==> src/rtl/depth_scan_ctrl.sv <==
// Job sequencer for the depth-increase counter core: fetches a run of samples,
// streams them raw or as 3-sample window sums, and reports the core's count.
module depth_scan_ctrl #(
    parameter int DATA_WIDTH = 32,
    parameter int ADDR_WIDTH = 16
) (
    input  logic                  I_CLK,
    input  logic                  I_RSTN,
    input  logic                  I_START,
    input  logic [ADDR_WIDTH-1:0] I_BASE,
    input  logic [ADDR_WIDTH-1:0] I_LEN,
    input  logic                  I_WINDOW,
    output logic                  O_BUSY,
    output logic                  O_DONE,
    output logic [DATA_WIDTH-1:0] O_RESULT,
    output logic                  O_MEM_EN,
    output logic [ADDR_WIDTH-1:0] O_MEM_ADDR,
    input  logic [DATA_WIDTH-1:0] I_MEM_DATA,
    output logic                  O_CORE_RSTN,
    output logic [DATA_WIDTH-1:0] O_CORE_DATA,
    output logic                  O_CORE_LAST,
    input  logic [DATA_WIDTH-1:0] I_CORE_COUNT,
    input  logic                  I_CORE_LAST
);

    typedef enum logic [2:0] {S_IDLE, S_CLR, S_FETCH, S_DRAIN, S_DONE} state_t;

    state_t                state, state_nxt;
    logic [ADDR_WIDTH-1:0] base_q, len_q, idx_q;
    logic                  win_q;
    logic                  rd_vld_q, rd_last_q;
    logic [1:0]            smp_cnt_q;
    logic [DATA_WIDTH-1:0] s1_q, s2_q, core_data_q, result_q;
    logic                  core_last_q;
    logic                  degenerate, fetch_last;

    // A window of 3 needs at least three samples to produce a single sum.
    assign degenerate = (I_LEN == '0) || (I_WINDOW && (I_LEN < ADDR_WIDTH'(3)));
    assign fetch_last = (idx_q == (len_q - ADDR_WIDTH'(1)));

    always_ff @(posedge I_CLK) begin
        if (!I_RSTN) state <= S_IDLE;
        else         state <= state_nxt;
    end

    always_comb begin
        state_nxt = state;
        case (state)
            S_IDLE:  if (I_START) state_nxt = degenerate ? S_DONE : S_CLR;
            S_CLR:   state_nxt = S_FETCH;
            S_FETCH: if (fetch_last) state_nxt = S_DRAIN;
            S_DRAIN: if (I_CORE_LAST) state_nxt = S_DONE;
            S_DONE:  state_nxt = S_IDLE;
            default: state_nxt = S_IDLE;
        endcase
    end

    always_comb begin
        O_BUSY      = 1'b0;
        O_DONE      = 1'b0;
        O_MEM_EN    = 1'b0;
        O_MEM_ADDR  = '0;
        O_CORE_RSTN = I_RSTN;
        case (state)
            S_CLR: begin
                O_BUSY      = 1'b1;
                O_CORE_RSTN = 1'b0;
            end
            S_FETCH: begin
                O_BUSY     = 1'b1;
                O_MEM_EN   = 1'b1;
                O_MEM_ADDR = base_q + idx_q;
            end
            S_DRAIN: O_BUSY = 1'b1;
            S_DONE:  O_DONE = 1'b1;
            default: ;
        endcase
    end

    always_ff @(posedge I_CLK) begin
        if (!I_RSTN) begin
            base_q   <= '0;
            len_q    <= '0;
            win_q    <= 1'b0;
            idx_q    <= '0;
            result_q <= '0;
        end else begin
            case (state)
                S_IDLE: if (I_START) begin
                    base_q <= I_BASE;
                    len_q  <= I_LEN;
                    win_q  <= I_WINDOW;
                    if (degenerate) result_q <= '0;
                end
                S_CLR:   idx_q <= '0;
                S_FETCH: idx_q <= idx_q + ADDR_WIDTH'(1);
                S_DRAIN: if (I_CORE_LAST) result_q <= I_CORE_COUNT;
                default: ;
            endcase
        end
    end

    // Read data returns one cycle after each fetch; these flags track that return.
    always_ff @(posedge I_CLK) begin
        if (!I_RSTN) begin
            rd_vld_q  <= 1'b0;
            rd_last_q <= 1'b0;
        end else begin
            rd_vld_q  <= (state == S_FETCH);
            rd_last_q <= (state == S_FETCH) && fetch_last;
        end
    end

    always_ff @(posedge I_CLK) begin
        if (!I_RSTN) begin
            core_data_q <= '1;
            core_last_q <= 1'b0;
            s1_q        <= '0;
            s2_q        <= '0;
            smp_cnt_q   <= '0;
        end else if (state == S_CLR) begin
            core_data_q <= '1;
            core_last_q <= 1'b0;
            smp_cnt_q   <= '0;
        end else begin
            core_last_q <= rd_vld_q && rd_last_q;
            if (rd_vld_q) begin
                s1_q <= I_MEM_DATA;
                s2_q <= s1_q;
                if (!win_q)
                    core_data_q <= I_MEM_DATA;
                else if (smp_cnt_q == 2'd2)
                    core_data_q <= s2_q + s1_q + I_MEM_DATA;
                if (smp_cnt_q != 2'd2) smp_cnt_q <= smp_cnt_q + 2'd1;
            end
        end
    end

    assign O_RESULT    = result_q;
    assign O_CORE_DATA = core_data_q;
    assign O_CORE_LAST = core_last_q;

endmodule

==> config.mk <==
export PLATFORM = sky130hd
export DESIGN_NAME = depth_scan_ctrl
export DESIGN_NICKNAME = d
export VERILOG_FILES = /design/src/rtl/depth_scan_ctrl.sv
export SDC_FILE = /design/constraint.sdc
export NUM_CORES = 1
export LEC_CHECK = 0
export ABC_CLOCK_PERIOD_IN_PS = 3150
export CAP_MARGIN = 40
export CORE_MARGIN = 8
export CORE_UTILIZATION = 45
export CTS_CLUSTER_DIAMETER = 200
export DETAILED_ROUTE_END_ITERATION = 6
export HOLD_SLACK_MARGIN = 0.1
export PLACE_DENSITY = 0.72
export REMOVE_ABC_BUFFERS = 1
export SLEW_MARGIN = 15
export SYNTH_ARGS = -nofsm -noshare
export SYNTH_HDL_FRONTEND = slang
export SYNTH_SLANG_ARGS = --single-unit
==> constraint.sdc <==
create_clock -name I_CLK -period 3.15 [get_ports I_CLK]
set_clock_uncertainty 0.15 [all_clocks]
set_input_delay 0.315 -clock I_CLK [delete_from_list [all_inputs] [get_ports I_CLK]]
set_output_delay 0.315 -clock I_CLK [all_outputs]
set_load 0.05 [all_outputs]
After elaboration in Yosys (flattened, before gate mapping)
Index checks and enable logic that the tools add are counted.
{ "op_classes": {"add_sub_neg": 6, "order_cmp": 1, "eq_ne": 12, "muxes": 17, "n_bitwise": 2, "reduce_logical": 16} }
{ "op_table": {"columns": ["cell", "n"], "rows": [
  ["two-way mux 32 bit", 5],
  ["adder 32 bit", 2],
  ["one-hot mux 32 bit (2 select lines)", 1],
  ["one-hot mux 16 bit (2 select lines)", 1],
  ["adder 16 x 1 -> 16 bit (second input constant)", 1],
  ["adder 16 bit", 1],
  ["equality test 16 bit", 1],
  ["zero test 16 bit", 1],
  ["< comparator 16 x 2 -> 1 bit (second input constant)", 1],
  ["two-way mux 16 bit", 1],
  ["subtractor 16 x 1 -> 16 bit (second input constant)", 1],
  ["two-way mux 3 bit", 4],
  ["one-hot mux 3 bit (4 select lines)", 1],
  ["!= test 2 bit (second input constant)", 5],
  ["AND reduction 2 bit", 4],
  ["equality test 3 x 2 -> 1 bit (second input constant)", 2],
  ["two-way mux 1 bit", 4],
  ["AND reduction 4 bit", 1],
  ["nonzero test 2 bit", 2],
  ["equality test 3 x 1 -> 1 bit (second input constant)", 1],
  ["equality test 3 bit (second input constant)", 1],
  ["logical AND 1 bit", 3],
  ["zero test 3 bit", 1],
  ["AND reduction 3 bit", 1],
  ["7 further kinds", 8]
]} }
{ "totals": {"reg_bits": 185} }

Longest topological paths before layout
{ "depth": {"ltp_word": 6, "ltp_mapped": 14, "mapped_depth_nobuf": 14} }

Worst setup path before layout
Ideal clock, no wire load.
{ "synth_path": {"path_kind": "reg2out", "startpoint": "register idx_q[0]", "endpoint": "output port O_MEM_ADDR[12]", "t_arrival_ns": 2.942, "required_time_ns": 2.685, "slack_ns": -0.257, "path_stages_with_launch": 9, "path_buffers": 0, "path_cell_list": "dfxtp_1 -> ha_1 -> fa_1 -> a21o_1 -> a211oi_1 -> o31ai_1 -> a21o_1 -> nand3_1 -> nor3b_1"} }
{ "synth_via": {"elab_chain_cells": 2} }
{ "synth_lines": {"columns": ["item", "line_no", "text"], "rows": [
  ["start: declaration", "29", "logic [ADDR_WIDTH-1:0] base_q, len_q, idx_q;"],
  ["start signal: assignment", "96", "S_FETCH: idx_q <= idx_q + ADDR_WIDTH'(1);"],
  ["adder 16 bit", "72", "O_MEM_ADDR = base_q + idx_q;"],
  ["two-way mux 16 bit", "64", "case (state)"],
  ["end: declaration", "17", "output logic [ADDR_WIDTH-1:0] O_MEM_ADDR,"]
]} }
Every way passes these cells.

Final worst setup path
{ "layout_path": {"startpoint": "register base_q[0]", "endpoint": "output port O_MEM_ADDR[10]"} }
{ "layout_via": {"elab_chain_cells": 2} }
{ "layout_lines": {"columns": ["item", "line_no", "text"], "rows": [
  ["start: declaration", "29", null],
  ["start signal: assignment", "82", "base_q <= '0;"],
  ["start signal: assignment", "90", "base_q <= I_BASE;"],
  ["adder 16 bit", "72", null],
  ["two-way mux 16 bit", "64", null]
]} }
Every way passes these cells.

==> impl_metrics.tcl <==
set metrics [dict create \
    drc_violations_left 0 \
    worst_path_dominant_cell_family "compound AO/OA/AOI/OAI gates" \
    clock_tree.root_cell "sky130_fd_sc_hd__clkbuf_16" \
    place_inst 1844 \
    synth_edf_count 0 \
    intPower_w 0.004215 \
    die_h_um 170.0 \
    final_hold_viol_count 0 \
    htree_levels 4 \
    ys_ff_latch 185 \
    cells_along_the_critical_path "ha_4 > fa_2 > a21o_1 > a211oi_4 > o31ai_4 > buf_4 > a211o_1 > xnor2_1 > nor2_1 > buf_12" \
    grt-ovfl-total 0 \
    grt_max_degree 149 \
    detail_route.iter0.violations 632 \
    power.leakage_nw 5.914 \
    tritoncts "built" \
    diodes 0 \
    min_path_type "in -> reg" \
    global_route.usage.total_pct 21.06 \
    cap_violations 0 \
    number_of_vias_in_the_routed_layout 10140 \
    crit_arrival_ns 2.81 \
    slowest_delay_ns 0.34 \
    synthArstFlopShare_pct 0 \
    floorplan.initialDensity_pct 45.59 \
    clock_sink_count 185 \
    synth_seq_area_share_pct 34.71 \
    numPortBuffers 185 \
    critPathKind "reg -> out" \
    finalSetupViolations 5 \
    synthToLayoutAreaGrowth_pct 39.66 \
    failed_checks "setup timing" \
    layout.cells.non_filler 1884 \
    achievable-frequency_ghz 0.3056 \
    finalWorstPathRequiredPeriod_ns 3.272 \
    post_synth_main_area_contributors "sky130_fd_sc_hd__dfxtp_1, sky130_fd_sc_hd__nand2_1, sky130_fd_sc_hd__a21boi_0, sky130_fd_sc_hd__fa_1, sky130_fd_sc_hd__ha_1" \
    rsz0062_at_grt "true" \
    netlist-cell-type-count 68 \
    worstMarginPinSlew_ns 0.6892 \
    detailed_place_hpwl_um 22230 \
    drt-pass1-iter-count 5 \
    power_frac_comb_pct 22.6 \
    power.ir.vdd_worst_mv 0.2999 \
    first_global_vias 10070 \
    layout.nets 1735 \
    grt_first_pass_wirelength_um 50070 \
    timing.final.crit_share_pct 103.9 \
    powerDensity_nw_per_um2 404.1 \
    post_route_cells_drive_above_1_share_pct 18.15 \
    final.setup.tns_ns -0.2998 \
    fillers 2022 \
    viasPerCell 5.381 \
    sw_share_pct 30.01 \
    postRouteAntennaNets 0 \
    crit_path_end_kind "primary output" \
    power.switching_w 0.001807 \
    synth_top_area_share_pct 34.71 \
    io_pins 186 \
    slew_headroom_pct 54.05 \
    synth_top_area_cell "sky130_fd_sc_hd__dfxtp_1" \
    pwr-share-seq_pct 41.6 \
    detail_route.wl_per_cell_um 16.26 \
    crit_fanout 2 \
    data_required_time_at_the_worst_endpoint_ns 2.68 \
    core_region_area_sq_um 23400 \
    synth_top_flop_cell "sky130_fd_sc_hd__dfxtp_1" \
    finalWorstSetupSlack_ns -0.1220 \
    timing.critical_path.slowest_stage_cell "sky130_fd_sc_hd__dfxtp_2" \
    yosys.cell_count.top_type "sky130_fd_sc_hd__nand2_1" \
    synth.top_cells.by_count "sky130_fd_sc_hd__nand2_1, sky130_fd_sc_hd__dfxtp_1, sky130_fd_sc_hd__a21boi_0, sky130_fd_sc_hd__clkbuf_1, sky130_fd_sc_hd__nor2_1" \
    synth_cell_area_sq_um 10670 \
    global_placer_s_final_weighted_congestion 0.9245 \
    die_area_sq_um 28890 \
    max_slew_violation_total_from_the_final_report 0 \
    clk-insertion-delay-late_ns 0.44 \
    cts_buffer_depth 2 \
    cts-buffers-inserted 17 \
    drt-total-wl_um 30630 \
    die_x_um 170.0 \
    crit_path_start_kind "register" \
    whs_ns 0.1751 \
    status "finished with violations" \
    clk_pin_slew_ns 0.07 \
    synth-warning-count 0 \
    total_power_w 0.006022 \
    synthCells 1275 \
    placementRows 56 \
    syn-mean-instance-area_sq_um 8.369 \
    timing.critical_path.buf_inv 2 \
    power_frac_clock_pct 35.8 \
    number_of_antenna_violations_at_the_first_check_in_global_routing 0 \
]
==> tightest hold or removal path, delay by kind of cell <==
kind / cells / cell delay, ns
AO/OA/AOI/OAI: 1 / 0.06
AND/OR/NAND/NOR: 1 / 0.04
buffers and inverters: 2 / 0.29
==> final cells by class <==
cell class / instances / area, sq um / area share, %
multi-input combinational: 991 / 6984 / 46.87
sequential: 185 / 3725 / 25.00
timing repair buffer: 333 / 3127 / 20.98
clock buffer: 19 / 432.9 / 2.905
tap: 319 / 399.1 / 2.678
clock inverter: 12 / 140.1 / 0.9404
inverter: 25 / 93.84 / 0.6297
==> layer usage <==
layer / track usage (%) / part of all wire (%) / wire (um)
met5: 0 / 0 / 0
met4: 5.111 / 1.7 / 532
met3: 6.325 / 7.8 / 2398
met2: 35.28 / 47 / 14330
met1: 26.17 / 44 / 13370
==> timing repair <==
action                     in CTS  in global routing
pin swaps                      12                 23
setup endpoints to repair      25                 25
hold buffers                    0                  0
resized for setup              51                 60
setup buffers                   4                  5
cloned                          0                  0
==> logic make-up after synthesis <==
family                     after synthesis  synth area share (%)
adders and majority gates               81                 11.82
muxes                                   12                 1.137
and+or+nand+nor                        501                 21.95
buffers and inverters                   99                 3.670
xor gates and xnor gates                57                 4.679
AOI/OAI and AO/OA                      340                 22.03
DFF                                    185                 34.71
==> power by group through the flow <==
stage / registers, W / logic, W / clock network (W)
finish: 0.00250 / 0.00136 / 0.00216
global route: 0.00252 / 0.00148 / 0.00231
CTS: 0.00250 / 0.00134 / 0.00220
detailed placement: 0.00255 / 0.00130 / 0
global placement: 0.00255 / 0.00128 / 0
floorplan: 0.00262 / 0.000635 / 0
==> cells in the final DEF, fill, tap and decap left out, drive strengths merged, types with 39 or more instances in the layout <==
cell | netlist | routed
dfxtp | 185 | 185
o21ai | 42 | 42
nor2 | 64 | 64
clkdlybuf4s50 | 0 | 163
nor2b | 39 | 39
nand2 | 265 | 265
a21boi | 105 | 105
ha | 48 | 48
buf | 6 | 162
a21oi | 55 | 55
==> registers in the layout (all words and copies together), names as in the netlist <==
signal / flops
O_CORE_DATA: 32
s1_q: 32
O_CORE_LAST: 1
idx_q: 16
win_q: 1
s2_q: 32
O_RESULT: 32
rd_vld_q: 1
base_q: 16
smp_cnt_q: 2
rd_last_q: 1
state: 3
len_q: 16
==> path summary, 6_finish.rpt <==
| path | cells after the start | slack [ns] | endpoint | from |
|---|---|---|---|---|
| setup / recovery | 10 | -0.12 | O_MEM_ADDR[10] | base_q[0] |
| hold / removal | 4 | 0.18 | s1_q[13] | I_MEM_DATA[13] |
| setup reg to reg | 12 | -0.02 | O_CORE_DATA[29] | s2_q[1] |
| hold reg to reg | 2 | 0.32 | s2_q[0] | s2_q[0] |
==> per-stage QoR <==
step	utilization, %	area, sq um	worst slack, ns
detailed placement	59.07	13820	-0.9703
global placement	59.07	13820	-0.8073
finish	63.68	14900	-0.1220
CTS	62.52	14630	-0.06473
global route	63.68	14900	-0.2157
floorplan	-	10370	-0.3206
Power figures use the tool's default switching activity.
